## config.mk

```make
export PLATFORM = sky130hd
export DESIGN_NAME = ifu
export DESIGN_NICKNAME = d
export VERILOG_FILES = /design/src/rtl/ifu.sv
export SDC_FILE = /design/constraint.sdc
export NUM_CORES = 1
export LEC_CHECK = 0
export ABC_AREA = 1
export BUFFER_PORTS_ARGS = -buffer_cell sky130_fd_sc_hd__buf_4
export CAP_MARGIN = 10
export CORE_MARGIN = 5
export CORE_UTILIZATION = 50
export DETAILED_ROUTE_END_ITERATION = 8
export PLACE_DENSITY = 0.71
export SKIP_CTS_REPAIR_TIMING = 1
export SLEW_MARGIN = 5
export SYNTH_ARGS = -nofsm -noshare
export SYNTH_HDL_FRONTEND = slang
export SYNTH_SLANG_ARGS = --single-unit
```

## constraint.sdc

```tcl
create_clock -name clk -period 6.36 [get_ports clk]
set_clock_uncertainty 0.2 [all_clocks]
set_input_delay 0 -clock clk [delete_from_list [all_inputs] [get_ports clk]]
set_output_delay 0 -clock clk [all_outputs]
set_load 0.05 [all_outputs]
```

## src/rtl/ifu.sv

```systemverilog
// ifu -- instruction fetch unit for the RV64 core.
//
// Owns the architectural fetch PC, issues one word request at a time on the
// instruction bus and buffers returned words in a 2-entry {pc, insn} queue
// presented to decode. An execute-stage redirect (i_flush + i_pc_tgt) clears
// the queue, restarts fetch at the target and, if a response is still
// outstanding, drains that stale response before fetching again.
//
// Ports:
//   clk, rst                 single clock, synchronous active-high reset
//   i_flush, i_pc_tgt        redirect pulse and 62-bit word target
//   o_imem_req, o_imem_addr  request valid / word-aligned address
//   i_imem_ready             bus accepts the request this cycle
//   i_imem_rvalid, i_imem_rdata  response for the outstanding request
//   o_id_valid, o_id_pc, o_id_insn  queue head presented to decode
//   i_id_ready               decode consumes the head this cycle
module ifu #(
  parameter logic [63:0] RESET_PC = 64'h0000_0000_8000_0000
) (
  input  logic        clk,
  input  logic        rst,
  input  logic        i_flush,
  input  logic [61:0] i_pc_tgt,
  output logic        o_imem_req,
  output logic [63:0] o_imem_addr,
  input  logic        i_imem_ready,
  input  logic        i_imem_rvalid,
  input  logic [31:0] i_imem_rdata,
  output logic        o_id_valid,
  output logic [63:0] o_id_pc,
  output logic [31:0] o_id_insn,
  input  logic        i_id_ready
);

  typedef enum logic [1:0] {
    ST_IDLE  = 2'd0,
    ST_WAIT  = 2'd1,
    ST_DRAIN = 2'd2
  } state_t;

  state_t      state_r;
  state_t      state_nxt_s;
  logic [63:0] pc_r;
  logic [63:0] req_pc_r;
  logic [1:0]  count_r;
  logic        rd_ptr_r;
  logic        wr_ptr_r;
  logic [63:0] q_pc_r   [2];
  logic [31:0] q_insn_r [2];

  logic        imem_req_s;
  logic        accept_s;
  logic        push_s;
  logic        pop_s;

  // State register.
  always_ff @(posedge clk) begin
    if (rst) begin
      state_r <= ST_IDLE;
    end else begin
      state_r <= state_nxt_s;
    end
  end

  // Next-state logic; a response arriving together with a flush is simply
  // dropped, so rvalid always returns WAIT/DRAIN to IDLE.
  always_comb begin
    state_nxt_s = state_r;
    case (state_r)
      ST_IDLE: begin
        if (accept_s) begin
          state_nxt_s = ST_WAIT;
        end else begin
          state_nxt_s = ST_IDLE;
        end
      end
      ST_WAIT: begin
        if (i_imem_rvalid) begin
          state_nxt_s = ST_IDLE;
        end else if (i_flush) begin
          state_nxt_s = ST_DRAIN;
        end else begin
          state_nxt_s = ST_WAIT;
        end
      end
      ST_DRAIN: begin
        if (i_imem_rvalid) begin
          state_nxt_s = ST_IDLE;
        end else begin
          state_nxt_s = ST_DRAIN;
        end
      end
      default: begin
        state_nxt_s = ST_IDLE;
      end
    endcase
  end

  // Output/control decode: request gating, bus handshake, queue push/pop.
  always_comb begin
    imem_req_s = 1'b0;
    push_s     = 1'b0;
    case (state_r)
      ST_IDLE: begin
        imem_req_s = (count_r < 2'd2) && !i_flush && !rst;
      end
      ST_WAIT: begin
        push_s = i_imem_rvalid && !i_flush;
      end
      ST_DRAIN: begin
        push_s = 1'b0;
      end
      default: begin
        imem_req_s = 1'b0;
        push_s     = 1'b0;
      end
    endcase
    accept_s = imem_req_s && i_imem_ready;
    pop_s    = (count_r != 2'd0) && i_id_ready && !i_flush;
  end

  // PC, request PC, queue occupancy and pointers; flush overrides all.
  always_ff @(posedge clk) begin
    if (rst) begin
      pc_r     <= RESET_PC;
      req_pc_r <= 64'd0;
      count_r  <= 2'd0;
      rd_ptr_r <= 1'b0;
      wr_ptr_r <= 1'b0;
    end else if (i_flush) begin
      pc_r     <= {i_pc_tgt, 2'b00};
      count_r  <= 2'd0;
      rd_ptr_r <= 1'b0;
      wr_ptr_r <= 1'b0;
    end else begin
      if (accept_s) begin
        req_pc_r <= pc_r;
        pc_r     <= pc_r + 64'd4;
      end
      if (push_s) begin
        wr_ptr_r <= ~wr_ptr_r;
      end
      if (pop_s) begin
        rd_ptr_r <= ~rd_ptr_r;
      end
      case ({push_s, pop_s})
        2'b10:   count_r <= count_r + 2'd1;
        2'b01:   count_r <= count_r - 2'd1;
        default: count_r <= count_r;
      endcase
    end
  end

  // Queue payload; contents are only meaningful while counted as valid.
  always_ff @(posedge clk) begin
    if (push_s) begin
      q_pc_r[wr_ptr_r]   <= req_pc_r;
      q_insn_r[wr_ptr_r] <= i_imem_rdata;
    end
  end

  assign o_imem_req  = imem_req_s;
  assign o_imem_addr = pc_r;
  assign o_id_valid  = (count_r != 2'd0);
  assign o_id_pc     = q_pc_r[rd_ptr_r];
  assign o_id_insn   = q_insn_r[rd_ptr_r];

endmodule

```

==> results.rst <==
.. list-table::
   :header-rows: 1

   * - Metric
     - Value
   * - Non-filler cells, final
     - 2236
   * - Avg Cell Area, Syn
     - 9.68 um2
   * - Effective utilization at floorplan
     - 0.508
   * - Number of antenna violations at the first check in global routing
     - 0
   * - Required time of the worst setup path
     - 6610 ps
   * - Max-slew violation total from the final report
     - 0
   * - Design Area, Final
     - 0.0188 mm2
   * - Global placement routability congestion
     - 0.950
   * - Total gr overflow
     - 0
   * - Share of post-route cells with drive strength above 1
     - 0.248
   * - Arrival time worst endpoint
     - 4150 ps
   * - Yosys reg bits
     - 319
   * - Start of the worst register-to-register path
     - state_r[0]
   * - Root Driver
     - sky130_fd_sc_hd__clkbuf_16
   * - Inserted Clock Buffers
     - 35
   * - Post-synthesis sequential area ratio
     - 0.585
   * - Final min period
     - 3900 ps
   * - Post-synth top area share
     - 0.399
   * - Antenna fix cells
     - 0
   * - Number of placed I/O pins
     - 262
   * - Achievable frequency
     - 257 MHz
   * - Vias in the first global route
     - 10.8k
   * - Accumulated negative setup slack
     - 0 ps
   * - Crit Path Max Fanout
     - 71
   * - Width of the die
     - 178 um
   * - Number of iterations in the first detailed-routing pass
     - 5
   * - Vias per cell
     - 5.24
   * - Final setup violation count
     - 0
   * - Clock slew at reported path FFs
     - 60 ps
   * - Leakage power summed over all cells
     - 7.52 nW
   * - Area of the core
     - 0.0279 mm2
   * - Number of hold-slack violations in the final timing report
     - 0
   * - Vias
     - 11.7k
   * - Count of input and output buffers
     - 257
   * - Layout net count
     - 1933
   * - Classification of the worst-slack hold path
     - input pin to flip-flop
   * - Total wire length
     - 41200 um
   * - Number of rows in the core area
     - 61
   * - Global-route wire length before repair
     - 59700 um
   * - Number of routed nets with antenna violations
     - 0
   * - Post-route DRC
     - 0
   * - Setup Crit Path Kind
     - input pin to flip-flop
   * - Clock latency reported for the late side of the worst-skew pair
     - 520 ps
   * - Worst VDD drop
     - 0.168 mV
   * - H-tree levels
     - 2
   * - DIE AREA
     - 0.0317 mm2
   * - Post-detailed-route wirelength per cell
     - 18.4 um
   * - Post-DP HPWL
     - 27400 um
   * - Hold Startpoint
     - i_imem_rdata[13]
   * - Syn-to-layout area delta
     - 32.7%
   * - Area of the mapped netlist
     - 0.0141 mm2
   * - Worst Setup Start Kind
     - input pin
   * - Clock sinks
     - 319
   * - Maximum number of pins on one net before global-route repair
     - 79
   * - Crit share post-route
     - 0.612
   * - Worst-margin pin slew
     - 1170 ps
   * - RSZ-0062 raised after global routing
     - no
   * - CTS Buffer Depth
     - 3
   * - Post-synth top flop
     - sky130_fd_sc_hd__edfxtp_1
   * - Clock tree from TritonCTS
     - done
   * - Max-Slew Margin vs Limit
     - 0.221
   * - Netlist cell types
     - 42
   * - DRT iter0 DRCs
     - 978
   * - EDFF count, synth
     - 188
   * - Result of the run
     - finished clean
   * - Kind of end point of the critical path
     - flip-flop
   * - Placed insts
     - 2045
   * - Yosys warns
     - 0
   * - Crit. Startpoint
     - rst
   * - Cells after synthesis
     - 1461
   * - Fraction of registers with async set or reset after synthesis
     - 0
   * - Core utilization of the finished layout
     - 0.674
   * - Leading area contributor after synthesis
     - sky130_fd_sc_hd__edfxtp_1
   * - Height of the die
     - 178 um
   * - Cell Pwr Density
     - 252 mW/mm2
   * - Overall track demand over capacity in global routing
     - 0.241
   * - Top cells by area in the synthesized netlist
     - sky130_fd_sc_hd__edfxtp_1 (40%), sky130_fd_sc_hd__dfxtp_1 (19%), sky130_fd_sc_hd__mux2_2 (7.5%)
   * - Max-cap violations
     - 0
   * - Post-detailed-placement cell area
     - 0.0163 mm2
## kinds of logic (layout without fill, tap and decap cells)
logic type | count (synthesis) | in the layout | synth area share
and+or+nand+nor | 665 | 665 | 0.205
buffers and inverters | 210 | 604 | 0.0610
adders and majority gates | 2 | 2 | 0.00177
DFF | 319 | 319 | 0.585
other | 1 | 4 | 0.000265
muxes | 94 | 94 | 0.0749
xor gates and xnor gates | 6 | 6 | 0.00372
AOI/OAI and AO/OA | 164 | 164 | 0.0684
## cell usage in the layout (no fill, tap or decap), types with 9 or more instances in the layout
cell | Yosys | routed
sky130_fd_sc_hd__dlygate4sd3_1 | 0 | 127
sky130_fd_sc_hd__buf_4 | 10 | 262
sky130_fd_sc_hd__a21oi_1 | 29 | 29
sky130_fd_sc_hd__nand2_1 | 267 | 267
sky130_fd_sc_hd__o21ai_0 | 74 | 74
sky130_fd_sc_hd__nand4_1 | 26 | 26
sky130_fd_sc_hd__nand3_1 | 84 | 84
sky130_fd_sc_hd__clkbuf_16 | 0 | 36
sky130_fd_sc_hd__mux2_2 | 94 | 94
sky130_fd_sc_hd__nor2_1 | 220 | 218
sky130_fd_sc_hd__inv_1 | 141 | 140
sky130_fd_sc_hd__nand2_2 | 9 | 9
sky130_fd_sc_hd__a31oi_1 | 12 | 12
sky130_fd_sc_hd__o21ai_1 | 20 | 20
sky130_fd_sc_hd__nor2_4 | 7 | 9
sky130_fd_sc_hd__nor3_1 | 13 | 13
sky130_fd_sc_hd__a211oi_2 | 10 | 10
sky130_fd_sc_hd__edfxtp_1 | 188 | 188
sky130_fd_sc_hd__nand3b_1 | 19 | 19
sky130_fd_sc_hd__nor2_2 | 9 | 9
sky130_fd_sc_hd__dfxtp_1 | 131 | 130
## critical path, cell delays in order
cell and delay (ps):
sky130_fd_sc_hd__dlygate4sd3_1 530, sky130_fd_sc_hd__buf_4 530, sky130_fd_sc_hd__nor2_4 110, sky130_fd_sc_hd__nand4_4 90, sky130_fd_sc_hd__buf_4 610, sky130_fd_sc_hd__nand2_2 750
sky130_fd_sc_hd__inv_2 560, sky130_fd_sc_hd__nand2_1 110, sky130_fd_sc_hd__a31oi_1 220, sky130_fd_sc_hd__dlygate4sd3_1 590
## flip-flops by register name, summed over array words and instances, names as in the netlist, named ones only
register     count
req_pc_r        62
wr_ptr_r         1
count_r          2
state_r          2
o_imem_addr     62
rd_ptr_r         1
q_pc_r         124
q_insn_r        64
## power breakdown
| group | leakage [nW] | switching [W] | internal (W) | total (W) |
|---|---|---|---|---|
| clock network | 0.568 | 0.000815 | 0.00118 | 0.00199 |
| registers | 2.90 | 0.0000560 | 0.00223 | 0.00229 |
| logic | 4.05 | 0.000275 | 0.000179 | 0.000454 |
## path summary, 6_finish.rpt
| kind | end | slack (ps) | cells past startpoint |
|---|---|---|---|
| setup reg to reg | o_imem_addr[11] | 2670 | 8 |
| hold reg to reg | q_pc_r[1][62] | 240 | 0 |
| hold / removal | q_insn_r[1][13] | 20 | 2 |
| setup / recovery | o_imem_addr[11] | 2460 | 10 |
## routing by layer
layer / vias up / track usage / share of wire / wire length [um]
met5: - / 0 / 0 / 0
met4: 0 / 0.0744 / 0.027 / 1110
met3: 73 / 0.0443 / 0.074 / 3050
met2: 452 / 0.394 / 0.48 / 19800
met1: 5516 / 0.329 / 0.42 / 17200
li1: 5671 / - / - / -
## stage by stage
stage / hold slack [ps] / worst slack, ps / power (W)
4_1_cts: -550 / 3230 / 0.00470
3_3_place_gp: -15.2 / 3030 / 0.00270
3_5_place_dp: -12.5 / 2930 / 0.00271
2_1_floorplan: -123 / 1040 / 0.00256
5_1_grt: 5.62 / 2250 / 0.00490
6_report: 23.1 / 2460 / 0.00473
## Yosys cell counts (3+ instances only)
master,n
sky130_fd_sc_hd__inv_1,141
sky130_fd_sc_hd__a211oi_2,10
sky130_fd_sc_hd__clkbuf_1,25
sky130_fd_sc_hd__buf_1,7
sky130_fd_sc_hd__nand3b_1,19
sky130_fd_sc_hd__nor2_1,220
sky130_fd_sc_hd__xor2_1,6
sky130_fd_sc_hd__buf_2,16
sky130_fd_sc_hd__clkinv_1,6
sky130_fd_sc_hd__a211oi_1,8
sky130_fd_sc_hd__o211ai_1,3
sky130_fd_sc_hd__nand4_1,26
sky130_fd_sc_hd__buf_4,10
sky130_fd_sc_hd__nand2_2,9
sky130_fd_sc_hd__nand2_1,267
sky130_fd_sc_hd__nor2_4,7
sky130_fd_sc_hd__dfxtp_1,131
sky130_fd_sc_hd__nor3_1,13
sky130_fd_sc_hd__nor2_2,9
sky130_fd_sc_hd__o21ai_0,74
sky130_fd_sc_hd__o21ai_1,20
sky130_fd_sc_hd__nand3_1,84
sky130_fd_sc_hd__mux2_2,94
sky130_fd_sc_hd__and2_1,5
sky130_fd_sc_hd__o211a_1,4
sky130_fd_sc_hd__edfxtp_1,188
sky130_fd_sc_hd__a31oi_1,12
sky130_fd_sc_hd__a21oi_1,29
## final cells by class
class	count	area (um2)
clock buffer	49	1030
clock inverter	15	121
fill	2151	9090
inverter	149	559
multi-input combinational	935	5040
sequential	319	8270
tap	378	473
timing repair buffer	391	3280
Power figures use the tool's default switching activity.
